### src/rtl/imm_gen_pipe.sv
// Pipelined immediate generator: decodes at accept time into a two-entry skid buffer.
// Define IMM_GEN_ZIMM_EN to report CSR*I forms as Z-format with a zero-extended uimm.
module imm_gen_pipe #(
  parameter int unsigned XLEN  = 32,
  parameter int unsigned TAG_W = 32
) (
  input  logic             clk,
  input  logic             rst,
  input  logic             flush,
  input  logic             in_valid,
  output logic             in_ready,
  input  logic [31:0]      in_instr,
  input  logic [TAG_W-1:0] in_tag,
  output logic             out_valid,
  input  logic             out_ready,
  output logic [XLEN-1:0]  out_imm,
  output logic [2:0]       out_fmt,
  output logic             out_illegal,
  output logic [TAG_W-1:0] out_tag
);

  localparam logic [2:0] FmtNone = 3'd0;
  localparam logic [2:0] FmtI    = 3'd1;
  localparam logic [2:0] FmtS    = 3'd2;
  localparam logic [2:0] FmtB    = 3'd3;
  localparam logic [2:0] FmtU    = 3'd4;
  localparam logic [2:0] FmtJ    = 3'd5;
`ifdef IMM_GEN_ZIMM_EN
  localparam logic [2:0] FmtZ    = 3'd6;
`endif

  logic             out_valid_q, skid_valid_q;
  logic [XLEN-1:0]  out_imm_q, skid_imm_q;
  logic [2:0]       out_fmt_q, skid_fmt_q;
  logic             out_illegal_q, skid_illegal_q;
  logic [TAG_W-1:0] out_tag_q, skid_tag_q;

  logic [XLEN-1:0]  dec_imm;
  logic [2:0]       dec_fmt;
  logic             dec_illegal;
  logic             accept, deliver;

  assign in_ready    = !skid_valid_q;
  assign accept      = in_valid && in_ready;
  assign deliver     = out_valid_q && out_ready;

  assign out_valid   = out_valid_q;
  assign out_imm     = out_imm_q;
  assign out_fmt     = out_fmt_q;
  assign out_illegal = out_illegal_q;
  assign out_tag     = out_tag_q;

  always_comb begin
    dec_imm     = '0;
    dec_fmt     = FmtNone;
    dec_illegal = 1'b0;
    case (in_instr[6:0])
      7'b0000011, 7'b0010011, 7'b1100111, 7'b0000111: begin
        dec_fmt = FmtI;
        dec_imm = XLEN'($signed(in_instr[31:20]));
      end
      7'b1110011: begin
`ifdef IMM_GEN_ZIMM_EN
        if (in_instr[14]) begin
          dec_fmt = FmtZ;
          dec_imm = XLEN'(in_instr[19:15]);
        end else begin
          dec_fmt = FmtI;
          dec_imm = XLEN'($signed(in_instr[31:20]));
        end
`else
        dec_fmt = FmtI;
        dec_imm = XLEN'($signed(in_instr[31:20]));
`endif
      end
      7'b0100011, 7'b0100111: begin
        dec_fmt = FmtS;
        dec_imm = XLEN'($signed({in_instr[31:25], in_instr[11:7]}));
      end
      7'b1100011: begin
        dec_fmt = FmtB;
        dec_imm = XLEN'($signed({in_instr[31], in_instr[7], in_instr[30:25],
                                 in_instr[11:8], 1'b0}));
      end
      7'b0110111, 7'b0010111: begin
        dec_fmt = FmtU;
        dec_imm = XLEN'($signed({in_instr[31:12], 12'b0}));
      end
      7'b1101111: begin
        dec_fmt = FmtJ;
        dec_imm = XLEN'($signed({in_instr[31], in_instr[19:12], in_instr[20],
                                 in_instr[30:21], 1'b0}));
      end
      default: dec_illegal = 1'b1;
    endcase
  end

  always_ff @(posedge clk) begin
    if (rst) begin
      out_valid_q    <= 1'b0;
      skid_valid_q   <= 1'b0;
      out_imm_q      <= '0;
      out_fmt_q      <= FmtNone;
      out_illegal_q  <= 1'b0;
      out_tag_q      <= '0;
      skid_imm_q     <= '0;
      skid_fmt_q     <= FmtNone;
      skid_illegal_q <= 1'b0;
      skid_tag_q     <= '0;
    end else if (flush) begin
      // Data registers keep stale contents; only occupancy is cleared.
      out_valid_q  <= 1'b0;
      skid_valid_q <= 1'b0;
    end else if (skid_valid_q) begin
      if (deliver) begin
        out_imm_q     <= skid_imm_q;
        out_fmt_q     <= skid_fmt_q;
        out_illegal_q <= skid_illegal_q;
        out_tag_q     <= skid_tag_q;
        skid_valid_q  <= 1'b0;
      end
    end else if (accept && (!out_valid_q || deliver)) begin
      out_valid_q   <= 1'b1;
      out_imm_q     <= dec_imm;
      out_fmt_q     <= dec_fmt;
      out_illegal_q <= dec_illegal;
      out_tag_q     <= in_tag;
    end else if (accept) begin
      skid_valid_q   <= 1'b1;
      skid_imm_q     <= dec_imm;
      skid_fmt_q     <= dec_fmt;
      skid_illegal_q <= dec_illegal;
      skid_tag_q     <= in_tag;
    end else if (deliver) begin
      out_valid_q <= 1'b0;
    end
  end

endmodule

### config.mk
export PLATFORM = sky130hd
export DESIGN_NAME = imm_gen_pipe
export DESIGN_NICKNAME = d
export VERILOG_FILES = /design/src/rtl/imm_gen_pipe.sv
export SDC_FILE = /design/constraint.sdc
export NUM_CORES = 1
export LEC_CHECK = 0
export ABC_AREA = 1
export BUFFER_PORTS_ARGS = -buffer_cell sky130_fd_sc_hd__clkbuf_2
export CORE_ASPECT_RATIO = 1.25
export CORE_MARGIN = 5
export CORE_UTILIZATION = 40
export CTS_CLUSTER_SIZE = 8
export DETAILED_ROUTE_END_ITERATION = 12
export GPL_TIMING_DRIVEN = 0
export SYNTH_ARGS = -nofsm -noshare
export SYNTH_HDL_FRONTEND = slang
export SYNTH_SLANG_ARGS = --single-unit
export TNS_END_PERCENT = 100
### constraint.sdc
create_clock -name clk -period 1.55 [get_ports clk]
set_input_delay 0.3875 -clock clk [delete_from_list [all_inputs] [get_ports clk]]
set_output_delay 0.3875 -clock clk [all_outputs]
set_load 0.03 [all_outputs]
### Yosys cells after proc, flatten, opt, wreduce, memory -nomap -nowiden

Cells that the tools add are included.

| cells by class | value |
|---|---|
| order comparisons | 0 |
| eq/ne operators | 13 |
| bitwise gates (word level) | 3 |
| divide/modulo/power cells | 0 |
| add/sub/neg operators | 0 |
| muxes and demuxes | 22 |
| reductions and logical operators | 16 |
| multipliers | 0 |
| shift-type cells | 0 |

Operator list:

| operator | count |
|---|---|
| two-way mux 32 bit | 6 |
| case mux 32 bit (5 select lines) | 1 |
| equality test 7 bit (second input constant) | 4 |
| equality test 7 x 6 -> 1 bit (second input constant) | 3 |
| case mux 3 bit (5 select lines) | 1 |
| equality test 7 x 5 -> 1 bit (second input constant) | 2 |
| two-way mux 1 bit | 11 |
| OR reduction 11 bit | 1 |
| two-way mux 3 bit | 3 |
| equality test 7 x 2 -> 1 bit (second input constant) | 1 |
| equality test 7 x 3 -> 1 bit (second input constant) | 1 |
| AND reduction 3 bit | 2 |
| OR reduction 2 bit | 3 |
| OR reduction 5 bit | 1 |
| inequality test 2 x 1 -> 1 bit (second input constant) | 2 |
| AND reduction 4 bit | 1 |
| nonzero test 2 bit | 2 |
| logical AND 1 bit | 3 |
| inverter 1 bit | 3 |
| logical NOT 1 bit | 2 |
| logical OR 1 bit | 1 |

| storage, ports and cells | value |
|---|---|
| bits in writable memories | 0 |
| logic and storage cells | 64 |
| memories kept | 0 |
| flip-flop bits (word level) | 138 |
| output and inout port bits | 70 |
| bits in latches | 0 |
| input port bits | 69 |
| ROM bits | 0 |

### Logic depth before layout (Yosys ltp)

| depth | value |
|---|---|
| word-level depth | 5 |
| depth in mapped cells | 11 |
| depth with buffers taken out | 11 |

### Worst setup path before layout

OpenSTA, ideal clock, no wires.

| timing | value |
|---|---|
| path type | register -> register |
| from | register out_valid_q (netlist: out_valid) |
| to | register skid_imm_q[16] |
| data arrival time | 1.487 ns |
| period minus slack after synthesis | 1.602 ns |
| path slack | -0.052 ns |
| cell stages (with the launch flop) | 8 |
| cell sequence | dfxtp_1 > inv_1 > nor3_4 > nand2_2 > buf_2 > buf_2 > o21ai_0 > inv_1 |

| between the ends | value |
|---|---|
| word-level cells in the longest chain between the ends | 5 |
| elaborated cells on any way between the ends | 6 |
| those cells by class | bitwise: 1; reduce/logical: 5 |

Ends and longest elaborated chain:

| what | RTL line | source |
|---|---|---|
| start, declared | 32 | `logic out_valid_q, skid_valid_q;` |
| start signal, assigned | 100 | `out_valid_q <= 1'b0;` |
| start signal, assigned | 112 | `out_valid_q <= 1'b0;` |
| start signal, assigned | 123 | `out_valid_q <= 1'b1;` |
| logical NOT 1 bit / logical AND 1 bit (equally long branches) | 122, 45 |  |
| logical OR 1 bit (*) | 122 | `end else if (accept && (!out_valid_q \|\| deliver)) begin` |
| logical AND 1 bit (*) | 122 |  |
| inverter 1 bit (no line) (*) | - |  |
| AND reduction 4 bit (no line) (*) | - |  |
| end signal, assigned | 130 | `skid_imm_q <= dec_imm;` |
| end, declared | 33 | `logic [XLEN-1:0] out_imm_q, skid_imm_q;` |

Every way passes the cells marked *; elsewhere a longest branch is shown, timed or not.
A chain may end at the register's enable or synchronous reset.

### Worst setup path in the final report

| timing | value |
|---|---|
| from | register skid_valid_q |
| to | register skid_imm_q[17] |

| between the ends | value |
|---|---|
| word-level cells in the longest chain between the ends | 5 |
| elaborated cells on any way between the ends | 6 |
| those cells by class | bitwise: 2; reduce/logical: 4 |

Ends and longest elaborated chain:

| what | RTL line | source |
|---|---|---|
| start, declared | 32 |  |
| start signal, assigned | 101 | `skid_valid_q <= 1'b0;` |
| start signal, assigned | 113 | `skid_valid_q <= 1'b0;` |
| start signal, assigned | 120 | `skid_valid_q <= 1'b0;` |
| logical NOT 1 bit | 43 | `assign in_ready = !skid_valid_q;` |
| logical AND 1 bit | 44 | `assign accept = in_valid && in_ready;` |
| logical AND 1 bit | 122 |  |
| inverter 1 bit (no line) | - |  |
| AND reduction 4 bit (no line) (*) | - |  |

Marked as above.

==> impl_metrics.env <==
export IMPL_ys_types=28
export IMPL_slew_viol_final=0
export IMPL_regToRegSetupSlack_ns=0.08
export IMPL_syn_inst=837
export IMPL_num_vias=6120
export IMPL_crit_fanout=10
export IMPL_synth_seq_cells=138
export IMPL_critPathRequiredTime_ns=1.86
export IMPL_grt_pass1_wl_microns=30480
export IMPL_drt_initial_drc_count=372
export IMPL_period_minus_slack_ns=1.474
export IMPL_yosysTopAreaCellShare_pct=45.22
export IMPL_yosysTopAreaCell="dfxtp_1"
export IMPL_ys_seq_area_share_pct=45.22
export IMPL_wirelength_microns=18680
export IMPL_grt_pass1_vias=5977
export IMPL_h_tree_depth=4
export IMPL_total_leakage_power_uw=0.003736
export IMPL_crit_type="reg -> reg"
export IMPL_peakVddDrop_mv=0.6334
export IMPL_die_height_microns=148.2
export IMPL_power_density_nw_per_um2=1166
export IMPL_antenna_found_initial=0
export IMPL_ant_nets=0
export IMPL_root_buffer="clkbuf_16"
export IMPL_fmax_mhz=678.6
export IMPL_setup_viol=0
export IMPL_rows=50
export IMPL_wl_per_cell_microns=15.68
export IMPL_drv_cap=0
export IMPL_hold_class="in -> reg"
export IMPL_grt_overflow_total=0
export IMPL_start_util_pct=40.69
export IMPL_fin_area_sq_um=7809
export IMPL_place_congestion=0.9285
export IMPL_die_area_sq_um=17860
export IMPL_cts_buffer_depth=2
export IMPL_fill_cells=1492
export IMPL_critical_path_max_stage_delay_ns=0.36
export IMPL_slowest_stage="dfxtp_4"
export IMPL_synth_area_top_cells="dfxtp_1, nand2_1, a21oi_1, o21ai_0, o21a_1"
export IMPL_core_sq_um=15010
export IMPL_synth_cells_most_frequent="nand2_1, dfxtp_1, a21oi_1"
export IMPL_io_buffers=136
export IMPL_cts_buffers=17
export IMPL_drive_above_1_share_pct=24.18
export IMPL_synthToLayoutAreaGrowth_pct=27.81
export IMPL_ios=139
export IMPL_finalCritPeriodShare_pct=95.07
export IMPL_status="complete, no violations"
export IMPL_grt_busiest_layer="met2"
export IMPL_async_flop_share_pct=0
export IMPL_die_width_microns=120.5
export IMPL_cp_end_kind="flop"
export IMPL_avgSynthCellArea_sq_um=7.299
export IMPL_cp_cell_sequence="inv_8, nand2_4, nor3_4, nand2_2, buf_6, buf_4, o21ai_0, inv_1"
export IMPL_grt_max_degree=17
export IMPL_start_kind="flop"
export IMPL_drc_errors=0
export IMPL_met2_usage_pct=35.80
export IMPL_worst_slew_pin_slew_ns=0.5945
export IMPL_dr_pass1_iters=5
export IMPL_arrival_ns=1.79
export IMPL_synth_flop_cell="dfxtp_1"
export IMPL_syn_area_sq_um=6110
export IMPL_yosysMostFrequentCell="nand2_1"
export IMPL_dpl_instance_area_sq_um=7019
export IMPL_synth_nets=906
export IMPL_clock_sinks=138
export IMPL_clock_skew_ns=0.006931
export IMPL_dp_hpwl_microns=13390
export IMPL_grt_usage_pct=21.24
export IMPL_synth_edf_count=0
export IMPL_final_hold_viol_count=0
export IMPL_nets=1066
export IMPL_grt_util_met3_pct=5.782
export IMPL_path_clk_slew_ns=0.06
export IMPL_relSlewSlack_pct=60.37
export IMPL_cts_tree="built"
export IMPL_vias_per_cell=5.139
export IMPL_ys_warn_count=0
export IMPL_clk_latency_ns=0.42
export IMPL_antennaDiodeCount=0
export IMPL_fin_setup_tns_ns=0
export IMPL_grtUsageMet1_pct=25.57
## metrics by stage
step                      cells  total power, uW  utilization [%]  hold WS, ns  setup WS (ns)
final                      1191             9102            52.01       0.2092        0.07636
after global routing       1191             9440            52.01       0.2105      -0.004094
after detailed placement   1155             4810            46.75       0.4553        -0.3640
after global placement     1155             4806            46.75       0.4519        -0.2979
after floorplan             837             4430                -       0.4444        0.08399
after CTS                  1191             9175            51.80       0.1926       -0.04247
## critical path, delay by kind of cell, from the launching register on
family,cells,cell delay (ns)
AO/OA/AOI/OAI,1,0.17
flip-flops,1,0.36
AND/OR/NAND/NOR,3,0.33
buffers and inverters,4,0.50
## repair_timing
action | in CTS | in global routing
gates cloned | 0 | 0
endpoints found under the setup margin | 104 | 129
hold buffers | 0 | 0
resized for setup | 25 | 46
hold endpoints to repair | 0 | 0
setup buffers | 5 | 2
pin swaps | 1 | 2
## area by class of cell
cell class,count,area [sq um],share of cell area (%)
plain buffers,62,361.6,4.631
clock buffers,21,470.5,6.025
clock inverters,10,165.2,2.115
inverters,59,236.5,3.028
multi-input cells,576,2826,36.20
flip-flops and latches,138,2768,35.44
well taps,182,227.7,2.916
repair buffers,143,753.2,9.646
## logic make-up (layout without fill, tap and decap cells)
logic type / after synthesis / count (layout) / synth area share, %
flops: 138 / 138 / 45.22
simple gates: 301 / 301 / 21.38
compound gates: 275 / 275 / 24.66
buf+inv: 123 / 295 / 8.744
## sequential cells by signal, summed over array words and instances, names as in the netlist, 3 cells and up
signal,count
skid_imm_q,32
out_fmt,3
out_imm,32
out_tag,32
skid_tag_q,32
skid_fmt_q,3
## where the power goes
group | switching, uW | total [uW] | internal, uW
sequential | 71.1 | 3760 | 3690
combinational | 682 | 993 | 311
clock | 1530 | 4350 | 2820
total | 2290 | 9100 | 6810
## metal layers
| metal | share of wire (%) | up-vias | wire length, microns |
|---|---|---|---|
| li1 | - | 3125 | - |
| met1 | 44 | 2790 | 8161 |
| met2 | 48 | 173 | 8968 |
| met3 | 5.6 | 32 | 1055 |
| met4 | 2.6 | 0 | 492 |
| met5 | 0 | - | 0 |
## path summary, 6_finish.rpt
check	from	endpoint	cells after the start
min	in_tag[24]	skid_tag_q[24]	3
min reg2reg	skid_tag_q[1]	skid_tag_q[1]	2
max	skid_valid_q	skid_imm_q[17]	8
max reg2reg	skid_valid_q	skid_imm_q[17]	8
## cells in the final DEF, fill, tap and decap left out, types with 2 or more instances in the layout
cell / instances
a21oi_1: 107
a31oi_1: 33
buf_2: 10
buf_4: 16
buf_6: 4
bufinv_16: 4
clkbuf_1: 22
clkbuf_16: 18
clkbuf_2: 149
clkbuf_4: 2
clkbuf_8: 3
clkinv_4: 2
clkinvlp_4: 3
dfxtp_1: 136
inv_1: 55
nand2_1: 217
nand2_2: 6
nand2_4: 7
nand3_1: 49
nand3_2: 3
nor2_1: 11
nor2_2: 3
nor2_4: 2
o21a_1: 33
o21ai_0: 81
o21ai_1: 18
o21ai_2: 2
Power figures use the tool's default switching activity.
